$ cat src/rtl/tape_pkg.sv
// Shared definitions for the cassette transport: state codes, default step
// dividers and the prescaler width helper.
package tape_pkg;

  // Transport states; the encoding is visible on the state output.
  typedef enum logic [1:0] {
    TS_STOP = 2'd0,
    TS_PLAY = 2'd1,
    TS_FF   = 2'd2,
    TS_REW  = 2'd3
  } tape_state_t;

  // Default clk_sys cycles per position step.
  localparam int unsigned DIV_PLAY_DEFAULT = 6667;
  localparam int unsigned DIV_WIND_DEFAULT = 834;

  // Counter width able to hold 0..max(div_a, div_b)-1, never below one bit.
  function automatic int unsigned psc_width(input int unsigned div_a,
                                            input int unsigned div_b);
    int unsigned m;
    m = (div_a > div_b) ? div_a : div_b;
    return (m <= 2) ? 1 : $clog2(m);
  endfunction

endpackage

$ cat src/rtl/tape_prescaler.sv
// Position-step prescaler: counts enabled cycles 0..term and flags the last
// one of each period with a single-cycle step.
module tape_prescaler #(
  parameter int unsigned CNT_W = 13
) (
  input  logic             clk_sys,
  input  logic             reset_n,
  input  logic             enable,
  input  logic             clear,
  input  logic [CNT_W-1:0] term,
  output logic             step
);

  logic [CNT_W-1:0] count;

  // Step is combinational so the owner moves the position on the same edge
  // that wraps the count; it deliberately ignores clear to avoid a loop
  // through the owner's auto-stop logic.
  assign step = enable && (count == term);

  // Count enabled cycles; clear wins, a low enable freezes the count.
  // NOTE: flops use non-blocking assignments so every register samples
  // pre-edge values regardless of block ordering.
  always_ff @(posedge clk_sys) begin
    if (!reset_n) begin
      count <= '0;
    end else if (clear) begin
      count <= '0;
    end else if (enable) begin
      count <= (count == term) ? '0 : count + CNT_W'(1);
    end
  end

endmodule

$ cat src/rtl/tape_transport.sv
// Cassette transport controller: play/stop/ff/rew state machine owning the
// virtual tape position, with end-of-tape and start-of-tape auto-stop.
module tape_transport
  import tape_pkg::*;
#(
  parameter int unsigned POS_W    = 24,
  parameter int unsigned DIV_PLAY = DIV_PLAY_DEFAULT,
  parameter int unsigned DIV_WIND = DIV_WIND_DEFAULT
) (
  input  logic             clk_sys,
  input  logic             reset_n,
  input  logic             load,
  input  logic [POS_W-1:0] tape_len,
  input  logic             cmd_play,
  input  logic             cmd_stop,
  input  logic             cmd_ff,
  input  logic             cmd_rew,
  input  logic             motor_in,
  output logic [POS_W-1:0] pos,
  output logic [POS_W-1:0] max,
  output logic [1:0]       state,
  output logic             tick,
  output logic             motor_on,
  output logic             at_start,
  output logic             at_end,
  output logic             no_tape
);

  localparam int unsigned PSC_W = psc_width(DIV_PLAY, DIV_WIND);

  tape_state_t      state_q;
  tape_state_t      state_d;
  tape_state_t      cmd_target;
  logic             cmd_hit;
  logic             cmd_change;
  logic [POS_W-1:0] pos_d;
  logic [POS_W-1:0] max_d;
  logic [POS_W-1:0] pos_inc;
  logic [POS_W-1:0] pos_dec;
  logic             tick_d;
  logic             motor_on_d;
  logic             psc_enable;
  logic             psc_clear;
  logic             psc_step;
  logic [PSC_W-1:0] psc_term;

  assign state    = state_q;
  assign at_start = (pos == '0);
  assign at_end   = (pos == max);
  assign no_tape  = (max == '0);
  assign pos_inc  = pos + POS_W'(1);
  assign pos_dec  = pos - POS_W'(1);

  // PLAY advances only with the CPU motor enable; winding is ungated.
  assign psc_enable = ((state_q == TS_PLAY) && motor_in) ||
                      (state_q == TS_FF) || (state_q == TS_REW);
  assign psc_term   = (state_q == TS_PLAY) ? PSC_W'(DIV_PLAY - 1)
                                           : PSC_W'(DIV_WIND - 1);

  tape_prescaler #(
    .CNT_W (PSC_W)
  ) u_prescaler (
    .clk_sys (clk_sys),
    .reset_n (reset_n),
    .enable  (psc_enable),
    .clear   (psc_clear),
    .term    (psc_term),
    .step    (psc_step)
  );

  // Select the single highest-priority pulse (stop > rew > ff > play), then
  // apply its guard; a blocked winner does not fall through to lower ones.
  // NOTE: every always_comb output gets a default first so no latch is
  // inferred on paths that do not assign it.
  always_comb begin
    cmd_hit    = 1'b0;
    cmd_target = state_q;
    if (cmd_stop) begin
      cmd_hit    = 1'b1;
      cmd_target = TS_STOP;
    end else if (cmd_rew) begin
      cmd_hit    = !at_start;
      cmd_target = TS_REW;
    end else if (cmd_ff) begin
      cmd_hit    = !at_end;
      cmd_target = TS_FF;
    end else if (cmd_play) begin
      cmd_hit    = !at_end;
      cmd_target = TS_PLAY;
    end
    cmd_change = cmd_hit && !no_tape && (cmd_target != state_q);
  end

  // Next state, position and strobes: load beats commands, an accepted state
  // change beats a pending step (that step is dropped with the count).
  always_comb begin
    state_d = state_q;
    pos_d   = pos;
    max_d   = max;
    tick_d  = 1'b0;
    if (load) begin
      state_d = TS_STOP;
      pos_d   = '0;
      max_d   = tape_len;
    end else if (cmd_change) begin
      state_d = cmd_target;
    end else if (psc_step) begin
      unique case (state_q)
        TS_PLAY, TS_FF: begin
          if (!at_end) begin
            pos_d  = pos_inc;
            tick_d = (state_q == TS_PLAY);
            if (pos_inc == max) state_d = TS_STOP;
          end
        end
        TS_REW: begin
          if (!at_start) begin
            pos_d = pos_dec;
            if (pos_dec == '0) state_d = TS_STOP;
          end
        end
        default: ;
      endcase
    end
    psc_clear  = load || (state_d != state_q);
    motor_on_d = (state_d == TS_FF) || (state_d == TS_REW) ||
                 ((state_d == TS_PLAY) && motor_in);
  end

  // Register state, position, length and the registered strobes.
  always_ff @(posedge clk_sys) begin
    if (!reset_n) begin
      state_q  <= TS_STOP;
      pos      <= '0;
      max      <= '0;
      tick     <= 1'b0;
      motor_on <= 1'b0;
    end else begin
      state_q  <= state_d;
      pos      <= pos_d;
      max      <= max_d;
      tick     <= tick_d;
      motor_on <= motor_on_d;
    end
  end

endmodule

$ cat config.mk
export PLATFORM = sky130hd
export DESIGN_NAME = tape_transport
export DESIGN_NICKNAME = d
export VERILOG_FILES = /design/src/rtl/tape_pkg.sv /design/src/rtl/tape_prescaler.sv /design/src/rtl/tape_transport.sv
export SDC_FILE = /design/constraint.sdc
export NUM_CORES = 1
export LEC_CHECK = 0
export CORE_ASPECT_RATIO = 0.7
export CORE_MARGIN = 8
export CORE_UTILIZATION = 58
export CTS_CLUSTER_SIZE = 28
export DETAILED_ROUTE_END_ITERATION = 10
export PLACE_DENSITY = 0.86
export SLEW_MARGIN = 10
export SYNTH_ARGS = -nofsm -noshare
export SYNTH_HDL_FRONTEND = slang
export SYNTH_SLANG_ARGS = --single-unit
$ cat constraint.sdc
create_clock -name clk_sys -period 9.6 [get_ports clk_sys]
set_clock_uncertainty 0.05 [all_clocks]
set_input_delay 1.92 -clock clk_sys [delete_from_list [all_inputs] [get_ports clk_sys]]
set_output_delay 1.92 -clock clk_sys [all_outputs]
set_load 0.005 [all_outputs]
---- Yosys cells after proc, flatten, opt, wreduce, memory -nomap -nowiden ----
Cells that the tools add are included.
W data, S select, Z words.
cells by class
  add/subtract/negate cells ............... 3
  eq/ne operators ......................... 13
  mux-type cells .......................... 21
  bitwise gates (word level) .............. 4
  reduce and logical (&&, ||, !) cells .... 22
operators by type and width
  kind                     count
  $logic_not A24 Y1        3
  $eq A24 B24 Y1           2
  $mux W24                 2
  $pmux W24 S2             1
  $mux W13                 2
  $add A24 B1 Y24 const B  1
  $sub A24 B1 Y24 const B  1
  $mux W2                  11
  $add A13 B1 Y13 const B  1
  $eq A13 B13 Y1           1
  $eq A2 B2 Y1 const B     4
  $reduce_or A2 Y1         3
  $reduce_or A6 Y1         1
  $logic_and A1 B1 Y1      5
  $logic_or A1 B1 Y1       5
  $reduce_and A5 Y1        1
  $eq A2 B1 Y1 const B     2
  $mux W1                  4
  $ne A2 B2 Y1             2
  $ne A2 B2 Y1 const B     2
  $not A1 Y1               4
  $pmux W2 S2              1
  $logic_not A1 Y1         3
  $reduce_bool A2 Y1       1
word-level totals
  register bits after elaboration ......... 65
  bits of input ports ..................... 32
  output and inout bits ................... 55
  word-level logic and storage cells ...... 69

---- Logic depth before layout (Yosys ltp) ----
  word-level depth ........................ 13
  depth in mapped cells ................... 12
  mapped depth without buffers ............ 9

---- Modules after synthesis ----
A second synthesis with hierarchy kept.
second synthesis, totals
  cells, all modules ...................... 596
  area total of the unflattened synthesis .. 4745.8 um^2
modules (own cells, without submodules)
  module          times used  cells an instance  area each (um^2)  seq. area each (um^2)
  tape_transport  1           516                3998.8            1041.0
  tape_prescaler  1           80                 747.0             260.2

---- Worst setup path after synthesis ----
OpenSTA, ideal clock, no wires.
  path kind ............................... input to register
  start ................................... input port cmd_ff
  end ..................................... register u_prescaler.count[10]
  setup time .............................. 0.136 ns
  arrival time ............................ 3.933 ns
  data required time ...................... 9.414 ns
  slack ................................... 5.481 ns
  stages .................................. 8
  path buffers ............................ 1
  cell sequence ........................... nand2b_1 a31oi_1 o22ai_1 a221oi_1 nand3_1 o32ai_1 clkbuf_1 o32ai_1
between the ends
  longest elaborated chain between the ends .. 10
  elaborated cells between the ends (all ways) .. 14
  those cells by class .................... eq/ne (2); mux (8); reduce/logical (4)
ends and longest elaborated chain
  item                                                 RTL line               RTL
  start, declared                                      tape_transport.sv:16   input logic cmd_ff,
  $mux W2 or $mux W1 (tied branches)                   tape_transport.sv:84   end else if (cmd_ff) begin
  $mux W2 or $mux W1 (tied branches)                   tape_transport.sv:81   end else if (cmd_rew) begin
  $mux W2 or $mux W1 (tied branches)                   tape_transport.sv:78   if (cmd_stop) begin
  $ne A2 B2 Y1 or $logic_and A1 B1 Y1 (tied branches)  tape_transport.sv:91   cmd_change = cmd_hit && !no_tape && (cmd_target != state_q);
  $logic_and A1 B1 Y1                                  tape_transport.sv:91
  $mux W2 (*)                                          tape_transport.sv:105  end else if (cmd_change) begin
  $mux W2 (*)                                          tape_transport.sv:101  if (load) begin
  $ne A2 B2 Y1 (*)                                     tape_transport.sv:125  psc_clear = load || (state_d != state_q);
  $logic_or A1 B1 Y1 (*)                               tape_transport.sv:125
  $reduce_or A2 Y1 (no source line) (*)                --
  end signal, assigned                                 tape_prescaler.sv:30   count <= (count == term) ? '0 : count + CNT_W'(1);
  end, declared                                        tape_prescaler.sv:14   logic [CNT_W-1:0] count;
Every way passes the cells marked *; elsewhere a longest branch is shown, timed or not.
A chain may end at the register's enable or synchronous reset.

---- Final worst setup path ----
  start ................................... register pos[3]
  end ..................................... output port at_start
between the ends
  longest elaborated chain between the ends .. 1
ends and longest elaborated chain
  item                    RTL line               RTL
  start, declared         tape_transport.sv:19   output logic [POS_W-1:0] pos,
  start signal, assigned  tape_transport.sv:140  pos <= pos_d;
  $logic_not A24 Y1       tape_transport.sv:48   assign at_start = (pos == '0);
  end, declared           tape_transport.sv:24   output logic at_start,
No other way between the ends.

==> flow_summary.yaml <==
power:
  clkPwrFrac_pct: 46.5
  power.total_uw: 710.3
  seqPwrFrac_pct: 40.6
  p_switching_uw: 178.8
  p_per_area_nw_per_um2: 116.4
  p_leak_nw: 2.019
  p_sw_share_pct: 25.17
  p_int_uw: 531.5
  vdd_drop_max_uv: 95.81
  combPwrFrac_pct: 13.0
global_routing:
  grt_pass1_wl_mm: 25.47
  grt_max_degree: 48
  grt_overflow: 0
  grt.total_usage_pct: 26.36
  grt_pass1_vias: 4858
  grt_antenna_before_repair: 0
sta:
  setup_slack_ns: 4.190
  setup_viol: 0
  rsz0062_at_grt: "false"
  hold_viol: 0
  period_needed_ns: 5.410
  relSlewSlack_pct: 25.93
  maxSlewViolCount: 0
  tns_ns: 0
  tightest_slew_ns: 1.111
  fmax_mhz: 184.8
  fin_crit_sh_pct: 56.36
clocking:
  clockBufferDepth: 2
  cts_resized: 0
  root_buffer: "clkbuf_16"
  htreeDepth: 3
  cts_tree: "done"
  hold_buffers: 0
  clock_latency_ns: 0.34
  post_cts_buffers: 0
  clkSinkCount: 65
  clkSlewWorstSetupHoldPaths_ns: 0.06
  cts_buffers: 9
floorplanning:
  dieWidth_um: 127.3
  core_region_area_um2: 8443
  num_rows: 28
  pin_count: 87
  die_h_um: 93.89
  die_area_um2: 11950
  initial_core_util_pct: 59.53
placement:
  dp_cells: 788
  dp_hpwl_mm: 11.73
  port_buffers: 86
  pre_cts_slack_ns: 4.494
  gp_congestion: 0.9287
final_layout:
  multi_input_area_um2: 3421
  area_growth_pct: 21.41
  final-seq-area_um2: 1301
  diodes: 0
  fillers: 700
  stdcell_count: 804
  nNetsFinal: 719
  utilization_pct: 72.27
  drive_above_1_share_pct: 5.263
flow_run:
  maxCapViolCount: 0
yosys:
  synth_cell_types: 63
  synth-seq-cells: 65
  synth_top_cell_area_share_pct: 25.89
  synth-edff-count: 0
  syn-instance-count: 632
  syn_nets: 672
  synth_area_leaders: "dfxtp_1, mux2i_1, xnor2_1, or4_1, a21oi_1"
  synth_async_sr_flop_share_pct: 0
  yosysWarningCount: 0
  ys.flop_type: "dfxtp_1"
  avgSynthCellArea_um2: 7.953
  yosysTopAreaCell: "dfxtp_1"
  syn_area_um2: 5026
  yosysSeqAreaShare_pct: 25.89
worst_setup_path:
  rrSetupSlack_ns: 5.83
  critPathLaunchType: "flip-flop"
  r2r_cells: 7
  worstPathRequired_ns: 7.63
  crit_slowest_cell: "nor4_1"
  crit_type: "flip-flop to primary output"
  cp_max_fo: 16
  cp-end-kind: "primary output"
  max_stage_delay_ns: 0.77
  arrival_ns: 3.44
  path_cells: "nor4_1 -> nand4_1 -> nor4_1 -> clkdlybuf4s50_1"
  crit_top_cell: "nor4_1"
route:
  routed_via_density: 6.694
  dr.pass1.iters: 6
  drtAntennaViolNets: 0
  route.detailed.drc: 0
  wl_mm: 16.04
  num_vias: 5382
  wl_per_cell_um: 19.94
  first_iter_violations: 645
worst_hold_path:
  hp-class: "flip-flop to flip-flop"
  hold_depth: 2
status:
  outcome: "finished, final reports clean"
==> cell type report <==
cell class	instances	area share (%)
Multi-Input combinational cell	502	56.06
Timing Repair Buffer	90	14.60
Tap cell	120	2.461
Inverter	11	0.6766
Clock inverter	5	0.9022
Sequential cell	65	21.32
Clock buffer	11	3.978
==> per-layer routing <==
metal  part of all wire, %  global-route usage (%)
met5                     0                       0
met4                   1.6                   8.679
met3                    12                   7.880
met2                    41                   37.94
met1                    45                   36.53
==> power by group through the flow <==
stage | clock, mW | combinational, mW | sequential [mW]
floorplan | 0 | 0.0509 | 0.290
global placement | 0 | 0.0887 | 0.293
detailed placement | 0 | 0.0901 | 0.293
CTS | 0.331 | 0.0910 | 0.288
global route | 0.342 | 0.0989 | 0.289
finish | 0.330 | 0.0920 | 0.288
==> worst max-delay path: cells and delay by family, from the launching register on <==
family        cells  cell delay (ns)
buf+inv           1             0.63
simple gates      3             1.99
flops             1             0.47
==> logic make-up after synthesis <==
kind of cell             after synthesis  synth area share [%]
flip-flops                            65                 25.89
XOR/XNOR                              53                 9.684
adder cells (fa/ha/maj)                8                 1.992
AO/OA/AOI/OAI                        136                 18.57
buffers and inverters                 65                 6.199
multiplexers                          29                 5.775
AND/OR/NAND/NOR                      276                 31.89
==> worst paths after layout <==
kind / end / from
max: at_start / pos[3]
min: max[7] / max[7]
max reg2reg: u_prescaler.count[2] / pos[3]
min reg2reg: max[7] / max[7]
==> per-stage QoR <==
stage / hold slack, ns / cell area, µm²
floorplan: 0.4732 / 5026
global placement: 0.5055 / 5804
detailed placement: 0.5354 / 5804
CTS: 0.5459 / 6102
global route: 0.5591 / 6102
finish: 0.5454 / 6102
==> flip-flops by register name (all words and copies together) (netlist names) <==
register and count:
max 24, state 2, u_prescaler.count 13, pos 24, motor_on 1, tick 1
==> synth_stat cells (6+ instances only) <==
cell,n
a211oi_1,8
a21oi_1,36
a31oi_1,10
and3_1,7
and4_1,7
buf_2,6
buf_6,8
clkbuf_1,37
dfxtp_1,65
ha_1,8
inv_1,11
mux2i_1,29
nand2_1,37
nand2b_1,9
nand3_1,28
nand3b_1,6
nand4_1,15
nor2_1,35
nor2b_1,26
nor3_1,19
nor4_1,20
o21ai_0,10
o22ai_1,8
o31ai_1,22
o32ai_1,8
or2_2,7
or3_1,7
or4_1,30
xnor2_1,33
xor2_1,17
==> cell usage in the layout (no fill, tap or decap), types with 22 or more instances in the layout <==
cell	Yosys	layout
nor2_1	35	35
a21oi_1	36	36
xnor2_1	33	33
dfxtp_1	65	65
or4_1	30	30
nor2b_1	26	26
nand2_1	37	37
o31ai_1	22	22
clkdlybuf4s50_1	0	86
mux2i_1	29	29
nand3_1	28	28
Note: power is estimated with default switching activity, not from simulation.
